==> src/rtl/fifo_arb_pkg.sv <==
// fifo_arb_pkg: shared types and defaults for the FIFO write arbiter.
// Optional stats counters are enabled by FIFO_ARB_STATS_EN.
package fifo_arb_pkg;

  typedef enum logic {
    ARB_IDLE,
    ARB_GRANT
  } arb_state_e;

  localparam int DEF_NUM_REQ    = 4;
  localparam int DEF_DATA_WIDTH = 8;
  localparam int DEF_MAX_BURST  = 4;
  localparam int STAT_W         = 32;

  function automatic logic [STAT_W-1:0] sat_inc(
    input logic [STAT_W-1:0] v
  );
    return (&v) ? v : v + 1'b1;
  endfunction

endpackage

==> src/rtl/fifo_wr_arbiter_rr_pick.sv <==
// rr_pick: combinational round-robin picker.
// First set bit of req strictly after last, wrapping to 0.
module rr_pick #(
  parameter int N = 4
) (
  input  logic [N-1:0]         req,
  input  logic [$clog2(N)-1:0] last,
  output logic                 found,
  output logic [$clog2(N)-1:0] idx
);

  localparam int IW = $clog2(N);

  logic [N-1:0] gt;
  logic [N-1:0] hi;
  logic [N-1:0] sel;
  logic [N-1:0] oh;
  logic [N-1:0] bmask [IW];

  for (genvar i = 0; i < N; i++) begin : g_gt
    assign gt[i] = (IW+1)'(i) > {1'b0, last};
  end

  assign hi    = req & gt;
  assign sel   = (|hi) ? hi : req;
  assign oh    = sel & (~sel + 1'b1);
  assign found = |req;

  for (genvar b = 0; b < IW; b++) begin : g_enc
    for (genvar i = 0; i < N; i++) begin : g_m
      assign bmask[b][i] = ((i >> b) & 1) == 1;
    end
    assign idx[b] = |(oh & bmask[b]);
  end

endmodule

==> src/rtl/fifo_wr_arbiter.sv <==
// fifo_wr_arbiter: round-robin burst arbiter for the syn_fifo write port.
// Define FIFO_ARB_STATS_EN to add stat_beats / stat_stalls outputs.
module fifo_wr_arbiter
  import fifo_arb_pkg::*;
#(
  parameter int NUM_REQ    = DEF_NUM_REQ,
  parameter int DATA_WIDTH = DEF_DATA_WIDTH,
  parameter int MAX_BURST  = DEF_MAX_BURST
) (
  input  logic                          clk,
  input  logic                          rst_n,
  input  logic [NUM_REQ-1:0]            req_valid,
  input  logic [NUM_REQ*DATA_WIDTH-1:0] req_data,
  output logic [NUM_REQ-1:0]            req_ready,
  input  logic                          fifo_full,
  input  logic                          fifo_almost_full,
  output logic                          fifo_wr_cs,
  output logic                          fifo_wr_en,
  output logic [DATA_WIDTH-1:0]         fifo_data,
  output logic                          busy
`ifdef FIFO_ARB_STATS_EN
  ,
  output logic [STAT_W-1:0]             stat_beats,
  output logic [STAT_W-1:0]             stat_stalls
`endif
);

  localparam int IW = $clog2(NUM_REQ);
  localparam int CW = $clog2(MAX_BURST + 1);
  localparam logic [CW-1:0] LAST_BEAT = CW'(MAX_BURST - 1);
  localparam logic [IW-1:0] LAST_REQ  = IW'(NUM_REQ - 1);

  arb_state_e      state, state_d;
  logic [IW-1:0]   owner, owner_d;
  logic [IW-1:0]   last_owner, last_d;
  logic [CW-1:0]   beat_cnt, cnt_d;
  logic            wr_q, wr_d;
  logic [DATA_WIDTH-1:0] data_q, data_d;

  logic [DATA_WIDTH-1:0] dat [NUM_REQ];
  logic            own_valid;
  logic [DATA_WIDTH-1:0] own_data;
  logic            space_ok;
  logic            pick_found;
  logic [IW-1:0]   pick_idx;

  for (genvar g = 0; g < NUM_REQ; g++) begin : g_dat
    assign dat[g] = req_data[g*DATA_WIDTH +: DATA_WIDTH];
  end

  assign own_valid = req_valid[owner];
  assign own_data  = dat[owner];

  // the in-flight write may take the last free slot
  assign space_ok = !fifo_full && !(wr_q && fifo_almost_full);

  rr_pick #(
    .N(NUM_REQ)
  ) u_pick (
    .req   (req_valid),
    .last  (last_owner),
    .found (pick_found),
    .idx   (pick_idx)
  );

  // next-state, accept and write-pipe decode
  always_comb begin
    state_d   = state;
    owner_d   = owner;
    last_d    = last_owner;
    cnt_d     = beat_cnt;
    wr_d      = 1'b0;
    data_d    = data_q;
    req_ready = '0;
    unique case (state)
      ARB_IDLE: begin
        if (pick_found && space_ok) begin
          state_d = ARB_GRANT;
          owner_d = pick_idx;
          cnt_d   = '0;
        end
      end
      ARB_GRANT: begin
        if (!own_valid) begin
          state_d = ARB_IDLE;
          last_d  = owner;
        end else if (space_ok) begin
          req_ready = NUM_REQ'(1) << owner;
          wr_d      = 1'b1;
          data_d    = own_data;
          cnt_d     = beat_cnt + 1'b1;
          if (beat_cnt == LAST_BEAT) begin
            state_d = ARB_IDLE;
            last_d  = owner;
          end
        end
      end
    endcase
  end

  // state and registered FIFO-side outputs
  always_ff @(posedge clk) begin
    if (!rst_n) begin
      state      <= ARB_IDLE;
      owner      <= '0;
      last_owner <= LAST_REQ;
      beat_cnt   <= '0;
      wr_q       <= 1'b0;
      data_q     <= '0;
    end else begin
      state      <= state_d;
      owner      <= owner_d;
      last_owner <= last_d;
      beat_cnt   <= cnt_d;
      wr_q       <= wr_d;
      data_q     <= data_d;
    end
  end

  assign fifo_wr_cs = wr_q;
  assign fifo_wr_en = wr_q;
  assign fifo_data  = data_q;
  assign busy       = (state == ARB_GRANT);

`ifdef FIFO_ARB_STATS_EN
  logic stall;
  assign stall = busy && own_valid && !space_ok;

  // saturating write and stall counters
  always_ff @(posedge clk) begin
    if (!rst_n) begin
      stat_beats  <= '0;
      stat_stalls <= '0;
    end else begin
      if (wr_q) stat_beats <= sat_inc(stat_beats);
      if (stall) stat_stalls <= sat_inc(stat_stalls);
    end
  end
`endif

endmodule

==> config.mk <==
export PLATFORM = sky130hd
export DESIGN_NAME = fifo_wr_arbiter
export DESIGN_NICKNAME = d
export VERILOG_FILES = /design/src/rtl/fifo_arb_pkg.sv /design/src/rtl/fifo_wr_arbiter_rr_pick.sv /design/src/rtl/fifo_wr_arbiter.sv
export SDC_FILE = /design/constraint.sdc
export NUM_CORES = 1
export LEC_CHECK = 0
export CORE_MARGIN = 8
export CORE_UTILIZATION = 27
export DETAILED_ROUTE_END_ITERATION = 12
export GPL_ROUTABILITY_DRIVEN = 0
export PLACE_DENSITY_LB_ADDON = 0.08
export SLEW_MARGIN = 20
export SYNTH_ARGS = -nofsm -noshare
export SYNTH_HDL_FRONTEND = slang
export SYNTH_SLANG_ARGS = --single-unit
==> constraint.sdc <==
create_clock -name clk -period 1.65 [get_ports clk]
set_input_delay 0.2475 -clock clk [delete_from_list [all_inputs] [get_ports clk]]
set_output_delay 0.2475 -clock clk [all_outputs]
set_load 0.01 [all_outputs]
[Word level (Yosys, flattened, before mapping)]
Cells that the tools add are included.
Storage, ports and cells
  register bits after elaboration: 17
  logic and storage cells: 61
  input port bits: 40
  output and inout port bits: 15
Cells by class
  shift-type cells: 1
  add/subtract/negate cells: 2
  order comparisons: 5
  bitwise operators: 5
  equal/unequal tests: 6
  reductions and logical operators: 14
  muxes and demuxes: 22
Operator list (count)
  binary-select mux 8 bit (select 2 bit): 1
  two-way mux 4 bit: 4
  two-way mux 8 bit: 2
  AND reduction 3 bit: 4
  two-way mux 3 bit: 3
  bitwise AND 4 bit: 2
  inequality test 2 x 1 -> 1 bit (second input constant): 4
  OR reduction 4 bit: 2
  two-way mux 1 bit: 6
  two-way mux 2 bit: 3
  case mux 3 bit (2 select lines): 1
  adder 4 x 1 -> 4 bit (second input constant): 1
  > comparator 2 bit (first input constant): 2
  NOT 4 bit: 1
  OR reduction 2 bit: 2
  left shift 1 x 2 -> 4 bit (first input constant): 1
  adder 3 x 1 -> 3 bit (second input constant): 1
  equality test 3 x 2 -> 1 bit (second input constant): 1
  greater-or-equal comparator 3 bit (second input constant): 1
  logical AND 1 bit: 3
  < comparator 2 x 3 -> 1 bit (second input constant): 1
  NOT 2 -> 3 bit: 1
  binary-select mux 1 bit (select 2 bit): 1
  > comparator 1 x 2 -> 1 bit (first input constant): 1
  other kinds (5): 6

[Longest topological paths before layout]
Gate-level depths: netlist of the first run.
  depth after elaboration: 8
  mapped depth: 6
  gate-level depth less buffers: 5

[Cells and area by module]
From an unflattened synthesis of the first run, not the netlist that was laid out.
Second synthesis, totals
  cell total of the unflattened synthesis: 112
  area total of the unflattened synthesis: 1049.8 um2
Modules (own cells, without submodules)
  fifo_wr_arbiter: sequential area each 340.3 um2, cells each 99, instances 1, area an instance 979.7 um2
  rr_pick: sequential area each 0.0 um2, cells each 13, instances 1, area an instance 70.1 um2

[Worst setup path before layout of the first run]
No wires, ideal clock.
  path kind: reg-to-output
  start: register owner[0]
  end: output req_ready[2]
  arrival: 1.407 ns
  data required time: 1.402 ns
  cell stages (with the launch flop): 6
  path buffers: 2
  slack: -0.004 ns
  cells stage by stage: dfxtp_1 -> buf_6 -> mux4_2 -> nand3_2 -> buf_2 -> nor3b_1
Between the ends
  word-level cells in the longest chain between the ends: 4
  elaborated cells between the ends (all ways): 6
  those cells by class: shift (1); mux (5)
Ends and longest elaborated chain
  from (decl): RTL line fifo_wr_arbiter.sv:34  | logic [IW-1:0] owner, owner_d;
  from (signal assigned): RTL line fifo_wr_arbiter.sv:112  | owner <= owner_d;
  binary-select mux 1 bit (select 2 bit) / left shift 1 x 2 -> 4 bit (equally long branches): RTL line fifo_wr_arbiter.sv:51, fifo_wr_arbiter.sv:88
  two-way mux 1 bit (not written as such) / two-way mux 4 bit (equally long branches): RTL line fifo_wr_arbiter.sv:51, fifo_wr_arbiter.sv:87
  two-way mux 4 bit (*): RTL line fifo_wr_arbiter.sv:84  | if (!own_valid) begin
  two-way mux 4 bit (*): RTL line fifo_wr_arbiter.sv:75  | unique case (state)
  to (decl): RTL line fifo_wr_arbiter.sv:14  | output logic [NUM_REQ-1:0] req_ready,
Every way passes the cells marked *; elsewhere a longest branch is shown, timed or not. The select of a mux whose other input is x is not followed.

[Final worst setup path of the first run]
  start: register owner[0]
  end: output req_ready[3]
Same word-level chain as after synthesis.

==> metrics, run 1 <==
VDD IR max 0.2352 mV; average cell area after synthesis 9.345 um2; worst setup path class register to output port; Final Hold Violating Endpoints 0; number of warning messages in the yosys log 0; busiest grt layer met2; run status finished, violations left; minimum setup slack after placement -0.6363 ns; routing usage on met3 5.011%; Skew-Pair Late Insertion Delay 0.25 ns; number of cells in the design after placement 219; ports placed on the boundary 55; Highest Clock Rate 0.5508 GHz; total leakage power 0.6816 nW; CP Data Arrival Time 1.57 ns; number of buffer cells added on primary ports 54; Starting Density 28.42%; power density relative to cell area 592.5 nW/um2; ratio of final minimum period to clock period 110.0%; number of antenna cells inserted 0; global route total overflow 0; area inside the core boundary 3716 um2; Area Overhead vs Synth 70.02%; most common library cell in the layout ignoring fill and taps sky130_fd_sc_hd__clkdlybuf4s50_1; met1 Usage GRT 11.30%; DRC violation count after routing 0; TritonCTS clock tree yes; Gate Count Post-Synth 113; number of antenna violations at the first check in global routing 0; capturing element type of the critical path output port; Die Span Y 78.54 um; wire length of the first global-routing pass 5.299 mm; Net count, final 220; Seq/Total Area, Yosys 32.23%; die boundary width 78.54 um; met2 Resource Use GR 18.14%; WL final 3.184 mm; clock slew seen by the registers of the worst setup and hold paths 0.07 ns; path category of the worst min-delay check register to register; Worst Clk Skew 0.004248 ns; violations in the final reports negative setup slack; post-route standard cell area excluding fillers 1795 um2; Placed Area 1713 um2; count of final setup violators 4; synthesized netlist net count 155; Final Instance Count excl. Fillers 225; startpoint type of the worst setup path register; Antenna Violating Nets Remaining 0; TritonCTS Buffers 3; share of synthesized flip-flops with an asynchronous set or reset 0%; flip-flop and latch count after synthesis 17; via total after detailed routing 1066; worst-case clock buffer depth 2; minimum clock period 1.816 ns; maximum number of pins on one net before global-route repair 19; fraction of layout instances using a drive strength above 1 24.86%; setup repair after global routing missed its margin true; vias in the first global route 1098; number of enable-type register cells in the synthesized netlist 0; detailed-route wire length per cell 14.15 um; slew of the pin with the lowest slew margin 0.2647 ns; maximum net fanout on the critical path 3; post-cts hold buffer count 0; placement row count 22; crit path setup slack, layout -0.1656 ns; cell area after synthesis 1056 um2; router iterations before antenna repair 2; aggregate global-route resource usage 10.56%; post-layout total power 1.064 mW; vias per cell 4.738; root buffer cell sky130_fd_sc_hd__clkbuf_8; DRT iter0 DRCs 37; number of distinct library cells after synthesis 35; max-cap violations 0; commonest cells after routing, fill and taps aside sky130_fd_sc_hd__clkdlybuf4s50_1, sky130_fd_sc_hd__dfxtp_1, sky130_fd_sc_hd__o21ai_0; number of sinks handled by clock tree synthesis 17; Final Slew Violations 0; number of H-tree branching levels 1; required time of the worst setup path 1.40 ns; predominant post-synthesis flop cell sky130_fd_sc_hd__dfxtp_1; Final HPWL DP 2.507 mm; die outline area 6169 um2; worst hold-check slack 0.4631 ns; Max-Slew Margin vs Limit 82.27%
[path summary, 6_finish.rpt]
check	slack (ns)	from	endpoint	cells past startpoint
setup / recovery	-0.17	owner[0]	req_ready[3]	5
hold / removal	0.46	last_owner[0]	last_owner[0]	1
setup reg to reg	0.03	owner[0]	last_owner[1]	5
hold reg to reg	0.46	last_owner[0]	last_owner[0]	1
[timing repair]
action | CTS | global route
buffers inserted | 1 | 1
pin swaps | 1 | 3
resized for setup | 21 | 11
setup endpoints to repair | 11 | 8
[Yosys cell counts (2+ instances only)]
| library cell | instances | area (um2) |
|---|---|---|
| sky130_fd_sc_hd__mux4_2 | 9 | 202.7 |
| sky130_fd_sc_hd__a21o_1 | 2 | 15.01 |
| sky130_fd_sc_hd__and3b_1 | 2 | 17.52 |
| sky130_fd_sc_hd__ha_1 | 2 | 25.02 |
| sky130_fd_sc_hd__nand2_1 | 14 | 52.55 |
| sky130_fd_sc_hd__dfxtp_1 | 17 | 340.3 |
| sky130_fd_sc_hd__nand3_1 | 8 | 40.04 |
| sky130_fd_sc_hd__a21oi_1 | 3 | 15.01 |
| sky130_fd_sc_hd__o21ai_0 | 15 | 75.07 |
| sky130_fd_sc_hd__nor3b_1 | 2 | 15.01 |
| sky130_fd_sc_hd__o22ai_1 | 2 | 12.51 |
| sky130_fd_sc_hd__buf_4 | 2 | 15.01 |
| sky130_fd_sc_hd__inv_1 | 4 | 15.01 |
| sky130_fd_sc_hd__clkbuf_1 | 4 | 15.01 |
| sky130_fd_sc_hd__nor2_1 | 2 | 7.510 |
| sky130_fd_sc_hd__nand4b_1 | 3 | 26.28 |
| sky130_fd_sc_hd__buf_2 | 4 | 20.02 |
[stage by stage]
stage	TNS, ns	utilization (%)
final	-0.5768	48.32
after floorplan	0	-
after global placement	-5.738	46.09
after global routing	-0.8106	48.32
after CTS	-0.6338	46.90
after detailed placement	-6.342	46.09
[critical path: stages (launching register included)]
cell                      delay, ns
sky130_fd_sc_hd__dfxtp_2       0.34
sky130_fd_sc_hd__mux4_2        0.55
sky130_fd_sc_hd__nand3_4       0.10
sky130_fd_sc_hd__inv_2         0.03
sky130_fd_sc_hd__and3_1        0.16
sky130_fd_sc_hd__buf_2         0.14
[area by class of cell]
type                       count  area [um2]
fill                         356        1921
multi-input combinational     81       678.2
timing repair buffer          71       654.4
sequential                    17       341.6
tap                           48       60.06
clock buffer                   3       41.29
inverter                       4       15.01
clock inverter                 1       5.005
[where the power goes]
group | leakage [nW] | switching, mW | internal (mW)
Sequential | 0.139 | 0.0144 | 0.429
Clock | 0.0255 | 0.140 | 0.167
Combinational | 0.517 | 0.115 | 0.199
Total | 0.682 | 0.269 | 0.795
[metal layers]
layer | vias up | share of wire, %
met2 | 29 | 52
met3 | 2 | 8.2
met1 | 491 | 40
met5 | - | 0
met4 | 0 | 0.44
li1 | 544 | -
[state kept, by name, indices dropped and copies added (netlist names)]
name / cells
fifo_wr_cs: 1
last_owner: 2
owner: 2
fifo_data: 8
beat_cnt: 3
busy: 1
[cells by family (layout without fill, tap and decap cells)]
family,count (synthesis),in the layout,share of synthesized area (%)
simple gates,39,39,20.85
compound gates,29,29,16.23
flops,17,17,32.23
buf+inv,15,79,7.226
mux,10,10,20.14
fa+ha+maj,3,3,3.317
Note: power is estimated with default switching activity, not from simulation.
==> run 2, diff against run 1 <==
Settings changed: ABC_CLOCK_PERIOD_IN_PS from default to 1650.
==> results of run 2 <==
No change in the layout: final DEF, timing and power equal those of run 1.
==> run 3, diff against run 2 <==
Settings changed: SETUP_SLACK_MARGIN from default to 0.2, SKIP_CTS_REPAIR_TIMING from default to 1.
==> metrics, run 3 (synthesis results as in run 1) <==
worst setup path class register to output port; count of filler cells inserted in the layout 362 (+1.7%); Antenna Violating Nets Remaining 0 (unchanged); die boundary width 78.54 um (unchanged); Final Slew Violations 0 (unchanged); router iterations before antenna repair 4 (+2); TritonCTS clock tree yes; clock slew seen by the registers of the worst setup and hold paths 0.07 ns (about the same); WL met1 1.540 mm (+22%); Skew-Pair Late Insertion Delay 0.25 ns (about the same); slew of the pin with the lowest slew margin 0.2408 ns (-0.02391 ns); number of sinks handled by clock tree synthesis 17 (unchanged); Net count, final 227 (+3.2%); startpoint type of the worst setup path register; worst hold path startpoint last_owner[0]; capture endpoint of the worst hold path last_owner[0]; fraction of layout instances using a drive strength above 1 29.89% (+5.0 points); aggregate global-route resource usage 10.56% (about the same); crit path setup slack, layout -0.2521 ns (-0.08652 ns); flip-flop count of the largest register, all copies and words added 8 (unchanged); root buffer cell sky130_fd_sc_hd__clkbuf_8; total leakage power 0.7957 nW (+17%); DRC violation count after routing 0 (unchanged); ratio of final minimum period to clock period 115.3% (+5.2 points); Final Instance Count excl. Fillers 232 (+3.1%); Top Layer Used met4; minimum clock period 1.902 ns (+0.08652 ns); via total after detailed routing 1104 (+3.6%); startpoint of the lowest-slack register-to-register path owner[0]; detailed-route wire length per cell 14.66 um (+3.6%); Final HPWL DP 2.650 mm (+5.7%); commonest cells after routing, fill and taps aside sky130_fd_sc_hd__clkdlybuf4s50_1, sky130_fd_sc_hd__buf_4, sky130_fd_sc_hd__dfxtp_1; path category of the worst min-delay check register to register; Starting Density 28.42% (unchanged); placement row count 22 (unchanged); minimum setup slack after placement -0.6513 ns (-0.01507 ns); most common library cell in the layout ignoring fill and taps sky130_fd_sc_hd__clkdlybuf4s50_1; maximum number of pins on one net before global-route repair 21 (+2); Min-Delay Path Depth 1 (unchanged); number of cells in the design after placement 220 (+0.46%); worst-case clock buffer depth 2 (unchanged); number of antenna cells inserted 0 (unchanged); sum of met3 wire segment lengths after detailed routing 229 um (-13%); setup repair after global routing missed its margin true; Worst Clk Skew 0.003062 ns (-0.001186 ns); area inside the core boundary 3716 um2 (unchanged); Highest Clock Rate 0.5257 GHz (-4.5%); capturing element type of the critical path output port; number of H-tree branching levels 1 (unchanged); TritonCTS Buffers 3 (unchanged); run status finished, violations left; Critical R2R Capture busy; vias per cell 4.759 (+0.44%); R2R setup slack -0.07 ns (-0.10 ns); global route total overflow 0 (unchanged); DRT iter0 DRCs 62 (+68%); die outline area 6169 um2 (unchanged); CP Data Arrival Time 1.65 ns (+0.08 ns); Die Span Y 78.54 um (unchanged); max-cap violations 0 (unchanged); number of antenna violations at the first check in global routing 0 (unchanged); metal2 WL 1.612 mm (-1.7%); Final Hold Violating Endpoints 0 (unchanged); count of cells along the worst register-to-register path 6 (+1); count of final setup violators 7 (+3); violations in the final reports negative setup slack; VDD IR max 0.2397 mV (+1.9%); wire length of the first global-routing pass 5.326 mm (+0.51%); WL final 3.400 mm (+6.8%); number of buffer cells added on primary ports 54 (unchanged); Area Overhead vs Synth 83.18%; power density relative to cell area 570.6 nW/um2 (-3.7%); Max-Slew Margin vs Limit 83.89% (+1.6 points); Final Core Density 52.05% (+3.7 points); vias in the first global route 1120 (+2.0%); ports placed on the boundary 55 (unchanged); maximum net fanout on the critical path 3 (unchanged); required time of the worst setup path 1.40 ns (about the same)
==> run 3: cell types whose count changed in the layout (fill, tap and decap cells not counted), moves of 2 or more <==
cell,before,now
sky130_fd_sc_hd__buf_12,0,2
sky130_fd_sc_hd__clkbuf_2,0,2
sky130_fd_sc_hd__dlymetal6s2s_1,0,7
sky130_fd_sc_hd__o21ai_1,0,10
sky130_fd_sc_hd__o21ai_0,15,5
sky130_fd_sc_hd__clkdlybuf4s50_1,46,43
sky130_fd_sc_hd__buf_4,14,16
sky130_fd_sc_hd__buf_2,4,1
sky130_fd_sc_hd__buf_6,3,7
sky130_fd_sc_hd__nand3_2,0,3
sky130_fd_sc_hd__dlygate4sd2_1,4,0
sky130_fd_sc_hd__nand3_1,8,5
==> run 3: how the worst max path moves through the flow <==
stage | start | endpoint | slack [ns] | cells after the start
2_1_floorplan | owner[0] | busy | 0.09 | 5
3_3_place_gp | req_valid[3] | req_ready[3] | -0.62 | 6
3_5_place_dp | req_valid[3] | req_ready[3] | -0.65 | 6
4_1_cts | req_valid[3] | req_ready[3] | -0.65 | 6
5_1_grt | owner[0] | req_ready[3] | -0.32 | 6
6_report | owner[0] | req_ready[3] | -0.25 | 6
==> run 3: layer usage <==
layer,GRT usage [%],vias up
li1,-,562
met1,13.15,508
met2,16.57,32
met3,4.100,2
met4,2.778,0
met5,0,-
==> run 3: area by class of cell <==
type / count / area (um2) / area share (%)
clock buffer: 4 / 45.04 / 2.329
sequential: 17 / 342.8 / 17.72
timing repair buffer: 78 / 772.0 / 39.91
tap: 48 / 60.06 / 3.105
inverter: 4 / 15.01 / 0.7762
multi-input combinational: 81 / 699.4 / 36.16
==> run 3: metrics by stage <==
stage	hold WS [ns]	area (um2)	power, mW	setup TNS, ns
after CTS	0.4685	1802	1.081	-3.015
after global placement	0.4448	1757	0.7630	-5.161
after detailed placement	0.4513	1757	0.7672	-5.865
after floorplan	0.4260	1105	0.6020	0
after global routing	0.4787	1934	1.167	-1.413
final	0.4623	1934	1.104	-0.9691
==> run 3: power breakdown <==
group,switching [mW],internal [mW]
Sequential,0.0147,0.429
Combinational,0.124,0.223
Clock,0.142,0.171
==> run 3: worst max-delay path, stage by stage (launching register included) <==
cell	delay (ns)
sky130_fd_sc_hd__dfxtp_2	0.34
sky130_fd_sc_hd__mux4_2	0.55
sky130_fd_sc_hd__nand3_4	0.11
sky130_fd_sc_hd__buf_6	0.10
sky130_fd_sc_hd__inv_2	0.03
sky130_fd_sc_hd__and3_4	0.16
sky130_fd_sc_hd__buf_6	0.11
